<file path="config.mk">
export PLATFORM = sky130hd
export DESIGN_NAME = board_ctrl_flat
export DESIGN_NICKNAME = d
export VERILOG_FILES = /design/src/rtl/board_ctrl_if.sv /design/src/rtl/board_ctrl.sv /design/src/flat_wrapper.sv
export SDC_FILE = /design/constraint.sdc
export NUM_CORES = 1
export LEC_CHECK = 0
export BUFFER_PORTS_ARGS = -buffer_cell sky130_fd_sc_hd__buf_2
export CAP_MARGIN = 20
export CORE_MARGIN = 3
export CORE_UTILIZATION = 55
export CTS_BUF_LIST = sky130_fd_sc_hd__clkbuf_4 sky130_fd_sc_hd__clkbuf_8
export CTS_CLUSTER_DIAMETER = 80
export DETAILED_ROUTE_END_ITERATION = 8
export MAX_ROUTING_LAYER = met4
export PLACE_DENSITY = 0.82
export SLEW_MARGIN = 0
export SYNTH_ARGS = -nofsm -noshare
export SYNTH_HDL_FRONTEND = slang
export SYNTH_SLANG_ARGS = --single-unit
</file>
<file path="constraint.sdc">
create_clock -name clk -period 4.81 [get_ports clk]
set_input_delay 0.2405 -clock clk [delete_from_list [all_inputs] [get_ports clk]]
set_output_delay 0.2405 -clock clk [all_outputs]
set_load 0.01 [all_outputs]
</file>
<file path="src/rtl/board_ctrl_if.sv">
// Board controller bus: button and turn-result inputs, cursor/board/turn status outputs.
interface board_ctrl_if;
   localparam int unsigned CNT_W  = 8;
   localparam int unsigned CARD_W = 4;
   localparam int unsigned SLOTS  = 16;
   localparam int unsigned TIME_W = 32;

   logic              btn_move;
   logic              btn_sel;
   logic [1:0]        x;
   logic              par;
   logic [CNT_W-1:0]  counter;
   logic              select;
   logic [CARD_W-1:0] state;
   logic              empty;
   logic              player;
   logic [SLOTS-1:0]  matched;
   logic [TIME_W-1:0] time_left;
   logic              game_over;

   modport master (
      output btn_move, btn_sel, x, par,
      input  counter, select, state, empty, player, matched, time_left, game_over
   );

   modport slave (
      input  btn_move, btn_sel, x, par,
      output counter, select, state, empty, player, matched, time_left, game_over
   );
endinterface

</file>
<file path="src/rtl/board_ctrl.sv">
// Memory-game board controller: cursor, two-pick turn sequencing, pair resolution,
// per-turn timeout and player alternation.
module board_ctrl #(
   parameter logic [63:0] LAYOUT      = 64'h7766554433221100,
   parameter logic [31:0] TURN_CYCLES = 32'd50_000_000
) (
   input logic         clk,
   input logic         rst,
   board_ctrl_if.slave bus
);
   localparam int unsigned SLOTS  = 16;
   localparam int unsigned IDX_W  = 4;
   localparam int unsigned CNT_W  = 8;
   localparam int unsigned CARD_W = 4;
   localparam int unsigned TIME_W = 32;
   localparam int unsigned BASE_W = 6;

   localparam logic [1:0] IDLE    = 2'd0;
   localparam logic [1:0] PICK2   = 2'd1;
   localparam logic [1:0] RESOLVE = 2'd2;
   localparam logic [1:0] DONE    = 2'd3;

   localparam logic [1:0] X_RESOLVED = 2'b01;

   logic [1:0]        r_phase;
   logic [IDX_W-1:0]  r_counter;
   logic [IDX_W-1:0]  r_first_idx;
   logic [IDX_W-1:0]  r_second_idx;
   logic [SLOTS-1:0]  r_matched;
   logic              r_player;
   logic [TIME_W-1:0] r_time_left;
   logic              r_select;
   logic              r_game_over;
   logic [1:0]        r_btn_q;

   logic [1:0]        w_phase_nxt;
   logic [IDX_W-1:0]  w_counter_nxt;
   logic [IDX_W-1:0]  w_first_nxt;
   logic [IDX_W-1:0]  w_second_nxt;
   logic [SLOTS-1:0]  w_matched_nxt;
   logic              w_player_nxt;
   logic [TIME_W-1:0] w_time_nxt;
   logic              w_select_nxt;
   logic              w_game_over_nxt;

   logic              w_move_rise;
   logic              w_sel_rise;
   logic              w_active;
   logic              w_timeout;
   logic              w_pending;
   logic              w_empty;
   logic              w_pick;
   logic [SLOTS-1:0]  w_merged;
   logic [BASE_W-1:0] w_base;

   // r_btn_q[0] tracks btn_move, r_btn_q[1] tracks btn_sel
   assign w_move_rise = bus.btn_move & ~r_btn_q[0];
   assign w_sel_rise  = bus.btn_sel  & ~r_btn_q[1];

   assign w_active  = (r_phase == IDLE) || (r_phase == PICK2);
   assign w_timeout = w_active && (r_time_left == TIME_W'(1));

   // The first pick stays pending until its turn is resolved
   assign w_pending = ((r_phase == PICK2) || (r_phase == RESOLVE)) && (r_counter == r_first_idx);
   assign w_empty   = ~r_matched[r_counter] & ~w_pending;
   assign w_pick    = w_active & w_sel_rise & w_empty & ~w_timeout;

   assign w_merged = r_matched | (SLOTS'(1) << r_first_idx) | (SLOTS'(1) << r_second_idx);
   assign w_base   = {r_counter, 2'b00};

   // Next-state and registered-output decode
   always_comb begin
      w_phase_nxt     = r_phase;
      w_counter_nxt   = r_counter;
      w_first_nxt     = r_first_idx;
      w_second_nxt    = r_second_idx;
      w_matched_nxt   = r_matched;
      w_player_nxt    = r_player;
      w_time_nxt      = r_time_left;
      w_select_nxt    = 1'b0;
      w_game_over_nxt = r_game_over;

      case (r_phase)
         IDLE, PICK2: begin
            w_time_nxt = r_time_left - TIME_W'(1);
            if (w_move_rise && !w_sel_rise) begin
               w_counter_nxt = r_counter + IDX_W'(1);
            end
            if (w_timeout) begin
               w_player_nxt = ~r_player;
               w_phase_nxt  = IDLE;
               w_time_nxt   = TURN_CYCLES;
            end else if (w_pick) begin
               w_select_nxt = 1'b1;
               if (r_phase == IDLE) begin
                  w_first_nxt = r_counter;
                  w_phase_nxt = PICK2;
               end else begin
                  w_second_nxt = r_counter;
                  w_phase_nxt  = RESOLVE;
               end
            end
         end

         RESOLVE: begin
            if (bus.x == X_RESOLVED) begin
               if (bus.par) begin
                  w_matched_nxt = w_merged;
                  if (&w_merged) begin
                     w_phase_nxt     = DONE;
                     w_game_over_nxt = 1'b1;
                  end else begin
                     w_phase_nxt = IDLE;
                     w_time_nxt  = TURN_CYCLES;
                  end
               end else begin
                  w_player_nxt = ~r_player;
                  w_phase_nxt  = IDLE;
                  w_time_nxt   = TURN_CYCLES;
               end
            end
         end

         default: begin
         end
      endcase
   end

   always_ff @(posedge clk or posedge rst) begin
      if (rst) begin
         r_phase      <= IDLE;
         r_counter    <= '0;
         r_first_idx  <= '0;
         r_second_idx <= '0;
         r_matched    <= '0;
         r_player     <= 1'b0;
         r_time_left  <= TURN_CYCLES;
         r_select     <= 1'b0;
         r_game_over  <= 1'b0;
         r_btn_q      <= 2'b11;
      end else begin
         r_phase      <= w_phase_nxt;
         r_counter    <= w_counter_nxt;
         r_first_idx  <= w_first_nxt;
         r_second_idx <= w_second_nxt;
         r_matched    <= w_matched_nxt;
         r_player     <= w_player_nxt;
         r_time_left  <= w_time_nxt;
         r_select     <= w_select_nxt;
         r_game_over  <= w_game_over_nxt;
         r_btn_q      <= {bus.btn_sel, bus.btn_move};
      end
   end

   assign bus.counter   = CNT_W'(r_counter);
   assign bus.select    = r_select;
   assign bus.state     = LAYOUT[w_base +: CARD_W];
   assign bus.empty     = w_empty;
   assign bus.player    = r_player;
   assign bus.matched   = r_matched;
   assign bus.time_left = r_time_left;
   assign bus.game_over = r_game_over;
endmodule

</file>
<file path="src/flat_wrapper.sv">
// flat-port wrapper written by rule: the top's interface ports become plain ports
module board_ctrl_flat 
#(
   parameter logic [63:0] LAYOUT      = 64'h7766554433221100,
   parameter logic [31:0] TURN_CYCLES = 32'd50_000_000
)
  (clk, rst, bus_btn_move, bus_btn_sel, bus_x, bus_par, bus_counter, bus_select, bus_state, bus_empty, bus_player, bus_matched, bus_time_left, bus_game_over);
  board_ctrl_if bus_i ();
  input logic clk;
  input logic rst;
  input wire logic [$bits(bus_i.btn_move)-1:0] bus_btn_move;
  input wire logic [$bits(bus_i.btn_sel)-1:0] bus_btn_sel;
  input wire logic [$bits(bus_i.x)-1:0] bus_x;
  input wire logic [$bits(bus_i.par)-1:0] bus_par;
  output wire logic [$bits(bus_i.counter)-1:0] bus_counter;
  output wire logic [$bits(bus_i.select)-1:0] bus_select;
  output wire logic [$bits(bus_i.state)-1:0] bus_state;
  output wire logic [$bits(bus_i.empty)-1:0] bus_empty;
  output wire logic [$bits(bus_i.player)-1:0] bus_player;
  output wire logic [$bits(bus_i.matched)-1:0] bus_matched;
  output wire logic [$bits(bus_i.time_left)-1:0] bus_time_left;
  output wire logic [$bits(bus_i.game_over)-1:0] bus_game_over;
  assign bus_i.btn_move = bus_btn_move;
  assign bus_i.btn_sel = bus_btn_sel;
  assign bus_i.x = bus_x;
  assign bus_i.par = bus_par;
  assign bus_counter = bus_i.counter;
  assign bus_select = bus_i.select;
  assign bus_state = bus_i.state;
  assign bus_empty = bus_i.empty;
  assign bus_player = bus_i.player;
  assign bus_matched = bus_i.matched;
  assign bus_time_left = bus_i.time_left;
  assign bus_game_over = bus_i.game_over;
  board_ctrl #(.LAYOUT(LAYOUT), .TURN_CYCLES(TURN_CYCLES)) u_core (.clk(clk), .rst(rst), .bus(bus_i));
endmodule
</file>
==> results of run 1 <==
cell families (layout without fill, tap and decap cells):
| kind of cell | count (synthesis) | count (layout) | synth area share |
|---|---|---|---|
| simple gates | 164 | 164 | 0.221 |
| compound gates | 121 | 121 | 0.197 |
| flops | 67 | 67 | 0.425 |
| buf+inv | 42 | 96 | 0.0575 |
| mux | 16 | 16 | 0.0587 |
| xor+xnor | 8 | 8 | 0.0176 |
| fa+ha+maj | 7 | 7 | 0.0220 |
| other cells | 1 | 5 | 0.000941 |
cell usage after synthesis, drive strengths merged, types with 6 or more instances:
cell type,instances
nor2,53
o31ai,11
clkbuf,13
buf,19
nand2,28
a21oi,27
inv,10
nand3,14
ha,7
dfstp,14
mux2,9
nor4,10
o21ai,32
nand2b,6
nor3,9
nor2b,10
dfrtp,53
path summary, 6_finish.rpt:
path	end	slack, ps	cells past startpoint
min	u_core.bus.time_left[16]	120	3
max reg2reg	u_core.bus.time_left[2]	1310	7
min reg2reg	u_core.bus.player	480	1
min in group clk	u_core.bus.player	270	4
max in group asynchronous	u_core.bus.matched[6]	4110	3
max	u_core.bus.time_left[2]	1310	7
worst reg2reg max path, delay by kind of cell, from the launching register on:
kind,cells,cell delay (ps)
and+or+nand+nor,5,2060
DFF,1,450
AOI/OAI and AO/OA,2,870
stage by stage:
stage	hold slack, ps	setup slack (ps)	utilization	power, W
2_1_floorplan	245	2190	-	0.000595
3_3_place_gp	355	1500	0.620	0.000600
3_5_place_dp	361	1390	0.620	0.000601
4_1_cts	159	1380	0.654	0.00111
5_1_grt	208	1110	0.654	0.00114
6_report	123	1310	0.654	0.00110
registers in the layout, indices dropped and copies added (netlist names):
signal                flops
u_core.r_btn_q            2
u_core.bus.game_over      1
u_core.bus.matched       16
u_core.bus.select         1
u_core.r_second_idx       4
u_core.r_counter          4
u_core.r_phase            2
u_core.bus.player         1
u_core.r_first_idx        4
u_core.bus.time_left     32
report_power, final:
group	internal, W	switching (W)	total (W)	leakage, nW
Combinational	0.00000680	0.0000162	0.0000230	1.04
Clock	0.000300	0.000212	0.000512	0.114
Sequential	0.000566	0.00000217	0.000568	0.850
Total	0.000872	0.000230	0.00110	2.00
final cells by class:
| cell class | count | area, sq um | share of cell area |
|---|---|---|---|
| Multi-Input combinational cell | 321 | 2080 | 0.461 |
| Tap cell | 96 | 120 | 0.0266 |
| Clock inverter | 1 | 30.0 | 0.00665 |
| Clock buffer | 15 | 188 | 0.0415 |
| Sequential cell | 67 | 1690 | 0.375 |
| Timing Repair Buffer | 70 | 368 | 0.0814 |
| Inverter | 10 | 37.5 | 0.00831 |
layer usage:
metal	GRT usage	part of all wire
met2	0.356	0.45
met5	-	0
met3	0.0572	0.077
met1	0.355	0.45
met4	0.0842	0.019
==> impl_metrics.toml, run 1 <==
[die]
core_sq_um = 6910
ioPinCount = 71
die_area_sq_um = 8300
start_util = 0.577
die_y_um = 91.1
die_w_um = 91.1
fp-row-count = 30

[flow_run]
maxCapViolCount = 0

[global_routing]
overflow = 0
grt_pass1_vias = 3316
grt_pass1_wl_um = 16400
grt_antenna_before_repair = 0
grt_max_degree = 68
grt_util_all_layers = 0.251

[worst_setup_path]
cp.required_ps = 5040
cp_max_fo = 27
rr_startpoint = "u_core.bus.time_left[18]"
max_stage_delay_ps = 770
cp_slowest_cell = "a21o_1"
crit_start = "u_core.bus.time_left[18]"
path_delay_family = "simple AND/OR/NAND/NOR gates"
critical_path_class = "flip-flop to flip-flop"
cp-end-kind = "flip-flop"
cp.buffers_inverters = 0
startpoint_type = "flip-flop"
worstPathArrival_ps = 3730
path_cells = "or4_1 -> or4b_4 -> nor4_4 -> a21o_1 -> nor2_1 -> nand2_1 -> o21ai_0"

[synthesis]
syn_inst = 426
synth_top_area_share = 0.333
synthArstFlopShare = 1.00
yosysWarningCount = 0
synth_edf_count = 0
yosysTopAreaCell = "dfrtp_1"
ys_types = 67
ys.flop_type = "dfrtp_1"
synth_area_per_cell_sq_um = 9.35
ys_seq_area_frac = 0.425
synth_seq_cells = 67
netlist_area_sq_um = 3990
synth.area.top_cells = "dfrtp_1, dfstp_2, nor2_1, a21oi_1, mux4_2"

[clock_tree]
post_cts_resized = 0
clkTransAtPathRegs_ps = 70
clock_path_buffers = 2
post_cts.repair.setup_buffers = 0
cts_hold_buf = 2
clockRootBuffer = "clkbuf_8"
cts_buffers = 9
cts_tree = "yes"
h-tree-depth = 3
clk_latency_ps = 350
cts_sinks = 67

[timing]
fin_crit_sh = 0.728
finalSetupViolCount = 0
clock_skew_ps = 9.23
setup_tns_ps = 0
hold_viol_final = 0
rsz0062_at_grt = "false"
worst_pin_slew_ps = 976
max_freq_ghz = 0.286
slew_headroom = 0.349
min_period_ps = 3500
slew_violations = 0

[drt]
wl_per_cell_um = 16.8
wl_um = 9730
drtPass1Iterations = 5
viasPerCell = 6.22
drc = 0
drtIter0Drc = 390
ant_nets = 0
dr_total_vias = 3610

[placement]
dp_cells = 562
io_buffers = 65
placed_cell_area_sq_um = 4280
dp.final_hpwl_um = 6730
gp_congestion = 0.874

[finish]
layout-drive-gt1-share = 0.262
nNetsFinal = 493
stdcell_area_sq_um = 4520
layout_commonest_cell = "buf_2"
syn_to_final_growth_pct = 13.4
diodes = 0
layout_common_cells = "buf_2, dfrtp_1, nor2_1, nand2_1, a21oi_1"
final_cells = 580
n_fill_cell = 612

[power_and_ir_drop]
vdd.ir_drop.worst_mv = 0.237
power_density_nw_per_um2 = 244
p_leak_nw = 2.00

[min_path]
holdCritPathClass = "input pin to asynchronous set/reset pin"

[run_status]
status = "completed"
Power figures use the tool's default switching activity.
==> run 2: changes to the inputs <==
==> constraint.sdc (replaced) <==
create_clock -name clk -period 3.5 [get_ports clk]
set_input_delay 0.175 -clock clk [delete_from_list [all_inputs] [get_ports clk]]
set_output_delay 0.175 -clock clk [all_outputs]
set_load 0.01 [all_outputs]
==> run 2 against run 1 <==
Effect of this change:
- clock power is 26% higher
- power increased by 32%
- count of clock-buffer cells in the layout is 3 lower
- first-iteration DRC count decreased by 3.6%
- fmax up 15%
- critical path depth is the same
- global-route usage shrank 0.30 points
==> impl_metrics.toml, run 2 (synthesis gave the netlist of run 1 again) <==
[finish]
largest_register_ffs = 32
n_fill_cell = 602
layout_common_cells = "buf_2, dfrtp_1, nor2_1, nand2_1, a21oi_1"
multi_input_area_sq_um = 2080
diodes = 0
nNetsFinal = 495
layout_commonest_cell = "buf_2"
layout-drive-gt1-share = 0.265
syn_to_final_growth_pct = 13.1
seq_area_sq_um = 1690

[clock_tree]
h-tree-depth = 3
cts_sinks = 67
clockRootBuffer = "clkbuf_8"
cts_tree = "yes"
post_cts.repair.setup_buffers = 0
clk_latency_ps = 340
clock_path_buffers = 2
clkTransAtPathRegs_ps = 70
cts_buffers = 9

[power_and_ir_drop]
p_sw_w = 0.000318
power_density_nw_per_um2 = 323
clockPowerShare = 0.442
p_comb_frac = 0.022
intPower_w = 0.00114
p_leak_nw = 2.00
switching_share = 0.219
vdd.ir_drop.worst_mv = 0.302
pwr-share-seq = 0.536

[placement]
io_buffers = 65
dp.final_hpwl_um = 6760
pre_cts_slack_ps = 475
gp_congestion = 0.947

[timing]
slew_violations = 0
fin_crit_sh = 0.873
finalSetupViolCount = 0
worst_pin_slew_ps = 915
slew_headroom = 0.389
clock_skew_ps = 9.96
setup_tns_ps = 0
fin_ws_ps = 445
rsz0062_at_grt = "false"
holdWs_ps = 41.4
hold_viol_final = 0
min_period_ps = 3060
max_freq_ghz = 0.327

[run_status]
status = "completed"

[die]
die_w_um = 91.1
core_sq_um = 6910
die_y_um = 91.1
die_area_sq_um = 8300
fp-row-count = 30
ioPinCount = 71
start_util = 0.577

[drt]
viasPerCell = 6.17
dr_total_vias = 3593
drc = 0
ant_nets = 0
wl_per_cell_um = 16.6
wl_um = 9660
drtPass1Iterations = 5
drtIter0Drc = 376

[global_routing]
overflow = 0
grt_antenna_before_repair = 0
grt_pass1_wl_um = 16400
grt_max_degree = 45
grt_util_all_layers = 0.248
grt_pass1_vias = 3310

[worst_setup_path]
cp-end-kind = "flip-flop"
worstPathArrival_ps = 3260
cp_max_fo = 16
reg2regPathDepth = 7
rr_startpoint = "u_core.bus.time_left[18]"
startpoint_type = "flip-flop"
r2r-end = "u_core.bus.time_left[2]"
cp.required_ps = 3710
critical_path_class = "flip-flop to flip-flop"
rrSetupSlack_ps = 440

[flow_run]
maxCapViolCount = 0

[min_path]
holdCritPathClass = "input pin to asynchronous set/reset pin"
[run 2: changes by cell type in the layout (fill, tap and decap cells not counted), sizes merged]
cell,change
clkbuf,-3
clkinv,+3
buf,+2
[run 2: power groups by stage]
stage | logic (W) | registers, W | clock network, W
6_report | 0.0000315 | 0.000780 | 0.000643
4_1_cts | 0.0000329 | 0.000780 | 0.000651
3_3_place_gp | 0.0000304 | 0.000794 | 0
2_1_floorplan | 0.0000257 | 0.000792 | 0
3_5_place_dp | 0.0000312 | 0.000794 | 0
5_1_grt | 0.0000364 | 0.000780 | 0.000687
[run 2: cell type report]
class                      instances  area share
multi-input combinational        321       0.462
sequential                        67       0.376
timing repair buffer              72      0.0850
clock buffer                      12      0.0325
tap                               96      0.0267
clock inverter                     4     0.00999
inverter                          10     0.00833
[run 2: repair_timing]
| action | 4_1_cts | 5_1_grt |
|---|---|---|
| setup endpoints to repair | 0 | 0 |
| resized for setup | 0 | 0 |
| hold buffers | 2 | 0 |
| endpoints found under the hold margin | 2 | 0 |
[run 2: layer usage]
metal | global-route usage | vias to the layer above | part of all wire | wire (um)
li1 | - | 1681 | - | -
met1 | 0.357 | 1709 | 0.46 | 4410
met2 | 0.360 | 191 | 0.45 | 4360
met3 | 0.0505 | 12 | 0.082 | 792
met4 | 0.0616 | 0 | 0.010 | 97
met5 | - | - | 0 | 0
[run 2: critical path: stages, from the launching register on]
cell	delay (ps)
dfrtp_1	440
or4_1	540
or4b_4	550
nor4_4	310
a21o_1	480
nor2_1	330
nand2_1	180
o21ai_0	80
[run 2: worst max-delay path by stage]
| stage | slack, ps | to | from | cells after the start |
|---|---|---|---|---|
| after global placement | 530 | u_core.bus.time_left[2] | u_core.bus.time_left[18] | 7 |
| after CTS | 450 | u_core.bus.time_left[27] | u_core.bus.time_left[18] | 8 |
| after detailed placement | 480 | u_core.bus.time_left[27] | u_core.bus.time_left[18] | 8 |
| final | 440 | u_core.bus.time_left[2] | u_core.bus.time_left[18] | 7 |
| after global routing | 280 | u_core.bus.time_left[13] | u_core.bus.time_left[18] | 6 |
| after floorplan | 880 | u_core.r_first_idx[0] | u_core.r_counter[0] | 8 |
[run 2: through the flow]
stage | cell area (sq um) | total power (W) | std cells | utilization
after CTS | 4510 | 0.00146 | 582 | 0.653
after floorplan | 4000 | 0.000818 | 430 | -
final | 4510 | 0.00145 | 582 | 0.653
after global placement | 4300 | 0.000825 | 564 | 0.622
after global routing | 4510 | 0.00150 | 582 | 0.653
after detailed placement | 4300 | 0.000826 | 564 | 0.622
==> run 3: changes to the inputs <==
--- a/config.mk
+++ b/config.mk
@@ -14,6 +14,7 @@
 export DETAILED_ROUTE_END_ITERATION = 8
 export MAX_ROUTING_LAYER = met4
 export PLACE_DENSITY = 0.82
+export RECOVER_POWER = 100
 export SLEW_MARGIN = 0
 export SYNTH_ARGS = -nofsm -noshare
 export SYNTH_HDL_FRONTEND = slang
==> run 3 against run 2 <==
Effect of this change:
- the run now ends with capacitance limit, slew limit left
- critical path type unchanged
- core utilization decreased by 1.2 points
- fmax decreased by 3.2%
- power about the same
- largest power group unchanged
- critical path depth increased by 1
==> impl_metrics.toml, run 3 (synthesis gave the netlist of run 1 again) <==
[timing]
hold_viol_final = 0
clock_skew_ps = 9.15
fin_crit_sh = 0.902
finalSetupViolCount = 0
slew_violations = 45
worst_pin_slew_ps = 1710
rsz0062_at_grt = "false"
min_period_ps = 3160
slew_headroom = -0.141
max_freq_ghz = 0.317
setup_tns_ps = 0

[worst_setup_path]
rr_startpoint = "u_core.bus.time_left[18]"
worstPathArrival_ps = 3350
cp-end-kind = "flip-flop"
crit_start = "u_core.bus.time_left[18]"
startpoint_type = "flip-flop"
cp_max_fo = 16
cp.required_ps = 3700
critical_path_class = "flip-flop to flip-flop"
critical_path.most_common_cell = "o21ai_0"
path_cells = "or4_1 -> or4b_4 -> nor4_4 -> a21o_1 -> clkbuf_2 -> a21oi_1 -> o21ai_0 -> o21ai_0"
cp_slowest_cell = "or4b_4"
max_stage_delay_ps = 550

[clock_tree]
clockRootBuffer = "clkbuf_8"
post_cts.repair.setup_buffers = 0
cts_sinks = 67
clkTransAtPathRegs_ps = 70
cts_tree = "yes"
h-tree-depth = 3
clk_latency_ps = 340
clock_path_buffers = 2
cts_buffers = 9

[drt]
dr_total_vias = 3606
ant_nets = 0
drtIter0Drc = 347
drtPass1Iterations = 5
wl_um = 9860
wl_per_cell_um = 16.9
viasPerCell = 6.20
drc = 0

[finish]
diodes = 0
multi_input_area_sq_um = 2070
largest_register_ffs = 32
layout-drive-gt1-share = 0.128
nNetsFinal = 495
syn_to_final_growth_pct = 11.1
n_fill_cell = 629
final_cells = 582
seq_area_sq_um = 1690
layout_common_cells = "nor2_1, dfrtp_1, clkbuf_1, nand2_1, a21oi_1"

[global_routing]
grt_util_all_layers = 0.248
grt_pass1_vias = 3310
grt_pass1_wl_um = 16400
grt_antenna_before_repair = 0
overflow = 0
grt_max_degree = 45

[placement]
dp_cells = 564
dp.final_hpwl_um = 6760
gp_congestion = 0.947
io_buffers = 65

[die]
start_util = 0.577
die_area_sq_um = 8300
die_w_um = 91.1
ioPinCount = 71
die_y_um = 91.1
core_sq_um = 6910
fp-row-count = 30

[flow_run]
maxCapViolCount = 1

[run_status]
status = "finished with violations"
failed_checks = "capacitance limit, slew limit"

[min_path]
hp-start = "bus_x[0]"
holdCritPathClass = "input pin to flip-flop"

[power_and_ir_drop]
finalPower_w = 0.00145
vdd.ir_drop.worst_mv = 0.302
power_density_nw_per_um2 = 329
p_leak_nw = 1.79
## run 3: cell types whose count changed in the layout (fill, tap and decap cells not counted), moves of 3 or more
cell,change
dfstp_1,+12
dfstp_2,-12
clkbuf_1,+50
buf_2,-49
buf_4,-3
o21ai_1,-5
o21ai_0,+6
## run 3: area by class of cell
type | count | area share
clock inverter | 4 | 0.0102
inverter | 10 | 0.00848
sequential | 67 | 0.383
multi-input combinational | 321 | 0.468
tap | 96 | 0.0271
clock buffer | 12 | 0.0331
timing repair buffer | 72 | 0.0707
## run 3: final timing paths
| check | to | slack (ps) | depth (start not counted) |
|---|---|---|---|
| max | u_core.bus.time_left[27] | 340 | 8 |
| min | u_core.bus.game_over | 220 | 3 |
| max reg2reg | u_core.bus.time_left[27] | 340 | 8 |
| min reg2reg | u_core.bus.player | 470 | 1 |
| max in group asynchronous | u_core.bus.matched[11] | 1280 | 3 |
| min in group asynchronous | u_core.r_counter[2] | 370 | 2 |
## run 3: per-stage QoR
| stage | hold WS (ps) | utilization | setup slack (ps) | area (sq um) |
|---|---|---|---|---|
| global route | 251 | 0.641 | 144 | 4430 |
| global placement | 291 | 0.622 | 532 | 4300 |
| CTS | 69.4 | 0.653 | 451 | 4510 |
| finish | 216 | 0.641 | 344 | 4430 |
| floorplan | 179 | - | 876 | 4000 |
| detailed placement | 292 | 0.622 | 475 | 4300 |
## run 3: what timing repair did
item,in CTS,in global routing
hold buffers,2,0
resized for setup,0,0
hold endpoints to repair,2,0
## run 3: worst max-delay path, delay by kind of cell, from the launching register on
| kind | cells | cell delay (ps) |
|---|---|---|
| AO/OA/AOI/OAI | 4 | 820 |
| AND/OR/NAND/NOR | 3 | 1400 |
| buffers and inverters | 1 | 340 |
| flip-flops | 1 | 450 |
## run 3: where the power goes
part,total (W),leakage (nW),switching [W],internal [W]
registers,0.000779,0.834,0.00000290,0.000776
clock network,0.000645,0.104,0.000295,0.000350
logic,0.0000307,0.849,0.0000225,0.00000822
total,0.00145,1.79,0.000320,0.00113
## run 3: layer usage
layer	GRT usage	up-vias	share of wire
met5	-	-	0
met2	0.360	202	0.44
met1	0.357	1710	0.45
met3	0.0505	18	0.096
li1	-	1676	-
met4	0.0616	0	0.012
